[config.mk]
export PLATFORM = sky130hd
export DESIGN_NAME = display_scan
export DESIGN_NICKNAME = d
export VERILOG_FILES = /design/src/rtl/display_scan.sv
export SDC_FILE = /design/constraint.sdc
export NUM_CORES = 1
export LEC_CHECK = 0
export ABC_AREA = 0
export BUFFER_PORTS_ARGS = -buffer_cell sky130_fd_sc_hd__buf_2
export CELL_PAD_IN_SITES_DETAIL_PLACEMENT = 0
export CELL_PAD_IN_SITES_GLOBAL_PLACEMENT = 2
export CORE_MARGIN = 4
export CORE_UTILIZATION = 40
export CTS_CLUSTER_DIAMETER = 150
export DETAILED_ROUTE_END_ITERATION = 12
export PLACE_DENSITY = 0.88
export SLEW_MARGIN = 25
export SYNTH_ARGS = -nofsm -noshare
export SYNTH_HDL_FRONTEND = slang
export SYNTH_SLANG_ARGS = --single-unit
[constraint.sdc]
create_clock -name clk -period 4.2 [get_ports clk]
set_input_delay 1.26 -clock clk [delete_from_list [all_inputs] [get_ports clk]]
set_output_delay 1.26 -clock clk [all_outputs]
set_load 0.02 [all_outputs]
[src/rtl/display_scan.sv]
// display_scan: time-multiplexed BCD digit scanner feeding a seven-segment decoder
// Ports: clk, reset (sync, active-high); value/load capture a new digit set,
// blank_lz enables leading-zero blanking; data is the selected nibble (4'hF = blank),
// digit_en is the one-hot digit select, pending flags a value waiting for the
// frame boundary, frame pulses on the first cycle of each frame.
module display_scan #(
    parameter int DIGITS   = 4,
    parameter int PRESCALE = 50000
) (
    input  logic                clk,
    input  logic                reset,
    input  logic [4*DIGITS-1:0] value,
    input  logic                load,
    input  logic                blank_lz,
    output logic [3:0]          data,
    output logic [DIGITS-1:0]   digit_en,
    output logic                pending,
    output logic                frame
);
    localparam int PW = $clog2(PRESCALE);
    localparam int IW = $clog2(DIGITS);

    logic [PW-1:0]       presc;
    logic [IW-1:0]       idx;
    logic [4*DIGITS-1:0] staged;
    logic [4*DIGITS-1:0] shadow;
    logic [DIGITS-1:0]   lz;
    logic                tick;
    logic                wrap;
    logic                z;

    assign tick = presc == PW'(PRESCALE - 1);
    assign wrap = tick && idx == IW'(DIGITS - 1);

    // shadow only changes on wrap edges so a frame never mixes two values
    always_ff @(posedge clk) begin
        if (reset) begin
            presc   <= '0;
            idx     <= '0;
            staged  <= '0;
            shadow  <= '0;
            pending <= 1'b0;
            frame   <= 1'b0;
        end else begin
            presc <= tick ? '0 : presc + 1'b1;
            if (tick)
                idx <= wrap ? '0 : idx + 1'b1;
            frame <= wrap;
            if (wrap) begin
                if (load)
                    shadow <= value;
                else if (pending)
                    shadow <= staged;
                pending <= 1'b0;
            end else if (load) begin
                staged  <= value;
                pending <= 1'b1;
            end
        end
    end

    // lz[k] is set when nibbles k..DIGITS-1 of shadow are all zero
    always_comb begin
        z  = 1'b1;
        lz = '0;
        for (int k = DIGITS - 1; k >= 0; k--) begin
            z     = z && (shadow[4*k +: 4] == 4'd0);
            lz[k] = z;
        end
    end

    assign digit_en = DIGITS'(1) << idx;
    assign data     = (blank_lz && idx != '0 && lz[idx]) ? 4'hF : shadow[4*idx +: 4];
endmodule

==> metrics.csv <==
metric,value,unit
ctsLongestPathBuffers,2,
yosysMostFrequentCell,nor2_1,
yosysTopAreaCell,dfxtp_1,
vias,1818,
maxCapViolCount,0,
insertion_delay,0.30,ns
period_share,79.1,%
coreArea,6100,um^2
synth_nets,284,
dp_cells,352,
grt_use_total,13.9,%
cts-htree-levels,2,
r2r_setup_slack,1.35,ns
port_buffers,29,
synth-main-ff-cell,dfxtp_1,
p_leak,0.00121,uW
synth_edf_count,0,
cp_max_fo,4,
slowest_delay,0.32,ns
critPathMostFrequentCell,buf_2,
rsz0062_at_grt,no,
drtAntennaViolNets,0,
die-area,7800,um^2
routedWlPerCell,14.0,um
grt_max_degree,31,
r2r-end,shadow[8],
min_path_type,reg2reg,
viasPerCell,5.05,
hold_buffers,0,
timing.critical_path.arrival,2.06,ns
setup_viol,0,
place_congestion,0.826,
hold_viol_final,0,
antenna_found_initial,0,
crit_chain,buf_2 > nand3b_1 > a211oi_1 > or2_2 > buf_2,
finalInstanceArea,2870,um^2
dpl.hpwl,3.62,mm
start_kind,input port,
cts_tree,built,
outcome,"complete, no violations",
crit_family,compound AO/OA/AOI/OAI gates,
synth_seq_area_share,40.3,%
place_area,2760,um^2
firstDrtPassIters,4,
worst-setup-path-type,in2out,
setup_tns,0,ns
hold_ws,0.477,ns
worst_clock_skew,0.0118,ns
ff2ff_path_depth,4,
syn_inst,259,
rows,28,
ir_drop,0.178,mV
synth_top_area_share,40.3,%
die_y,88.3,um
power.density,320,nW/um^2
grt_pass1_vias,1709,
end_kind,output port,
required,2.94,ns
path_clk_slew,0.09,ns
antenna_cells,0,
cpMaxStageDelayCell,a211oi_1,
grt_first_pass_wirelength,8.41,mm
path_buf_inv,2,
syn_area,2580,um^2
max_freq,301,MHz
tightest_slew,0.967,ns
ioPinCount,30,
max-slew-margin-rel,35.3,%
hold_path_end,presc[0],
layout.nets,309,
cts_resized,0,
drtIter0Drc,61,
area_growth,11.3,%
drc,0,
stdcell_count,360,
syn_avg_cell_area,9.96,um^2
cts-root-buf,clkbuf_8,
wl,5.04,mm
startpoint,blank_lz,
ys_types,35,
r2r-start,presc[7],
clock_sinks,52,
hold_path_depth,1,
synthTopCellsByArea,"dfxtp_1 40%, mux2i_1 13%, nor2_1 7.7%",
yosysWarnings,0,
die_w,88.3,um
async_flop_share,0,%
netlist_top_cells_count,"53 x nor2_1, 52 x dfxtp_1, 33 x mux2i_1",
fin_crit,3.32,ns
synth-seq-cells,52,
grt_overflow,0,
maxSlewViolCount,0,
drive_above_1_share,23.9,%
start_util,42.3,%
min_from,presc[0],
cts_buffers,5,
post_cts_buffers,0,
==> cells in the final DEF, fill, tap and decap left out, types with 2 or more instances in the layout <==
master / count
nor2_1: 53
dfxtp_1: 52
mux2i_1: 33
buf_2: 29
nor2b_1: 16
xnor2_1: 12
mux2_4: 10
nor4_1: 8
inv_1: 7
nand3_1: 6
nor3_1: 6
mux2_2: 6
ha_1: 5
clkbuf_8: 5
mux4_2: 4
or2_2: 4
nand4_1: 4
nand2_1: 3
buf_4: 3
a21oi_1: 2
xor2_1: 2
==> sequential cells by signal, summed over array words and instances (netlist names) <==
register  flops
staged       16
shadow       16
frame         1
idx           2
pending       1
presc        16
==> cell type report <==
| type | count | area [um^2] |
|---|---|---|
| clock inverter | 2 | 35.0 |
| inverter | 7 | 26.3 |
| tap | 75 | 93.8 |
| fill | 611 | 3220 |
| timing repair buffer | 32 | 168 |
| sequential | 52 | 1040 |
| clock buffer | 6 | 72.6 |
| multi-input combinational | 186 | 1440 |
==> power breakdown <==
part | internal [uW] | switching (uW) | total [uW]
combinational | 30.4 | 37.1 | 67.6
sequential | 505 | 6.96 | 512
clock | 177 | 163 | 340
==> worst register-to-register path, stage by stage, from the launching register on <==
cell     delay, ns
dfxtp_1       0.38
or4b_4        0.58
or4_4         0.59
nor3_4        0.76
mux2_2        0.42
==> kinds of logic (layout without fill, tap and decap cells) <==
logic type | after synthesis | after routing | synth area share, %
buffers and inverters | 21 | 47 | 4.03
xor gates and xnor gates | 14 | 14 | 4.75
DFF | 52 | 52 | 40.3
AOI/OAI and AO/OA | 5 | 5 | 1.94
muxes | 53 | 53 | 24.7
and+or+nand+nor | 109 | 109 | 21.8
adders and majority gates | 5 | 5 | 2.42
==> through the flow <==
| stage | total power (uW) | utilization (%) | setup slack [ns] |
|---|---|---|---|
| after CTS | 931 | 47.1 | 0.863 |
| final | 920 | 47.1 | 0.878 |
| after global placement | 591 | 45.3 | 0.926 |
| after global routing | 961 | 47.1 | 0.646 |
| after detailed placement | 592 | 45.3 | 0.883 |
| after floorplan | 570 | - | 1.15 |
==> worst max path at each step <==
stage	slack [ns]	end	cells after the start
3_3_place_gp	0.93	data[3]	5
4_1_cts	0.86	data[1]	6
3_5_place_dp	0.88	data[1]	5
2_1_floorplan	1.15	data[0]	3
6_report	0.88	data[1]	5
5_1_grt	0.65	data[0]	6
==> routing by layer <==
metal	global-route usage [%]	up-vias	part of all wire [%]
met1	20.0	848	50
li1	-	942	-
met2	21.0	24	45
met3	2.98	4	3.7
met5	0	-	0
met4	3.71	0	0.93
No activity file was read; power rests on OpenSTA's default activity.
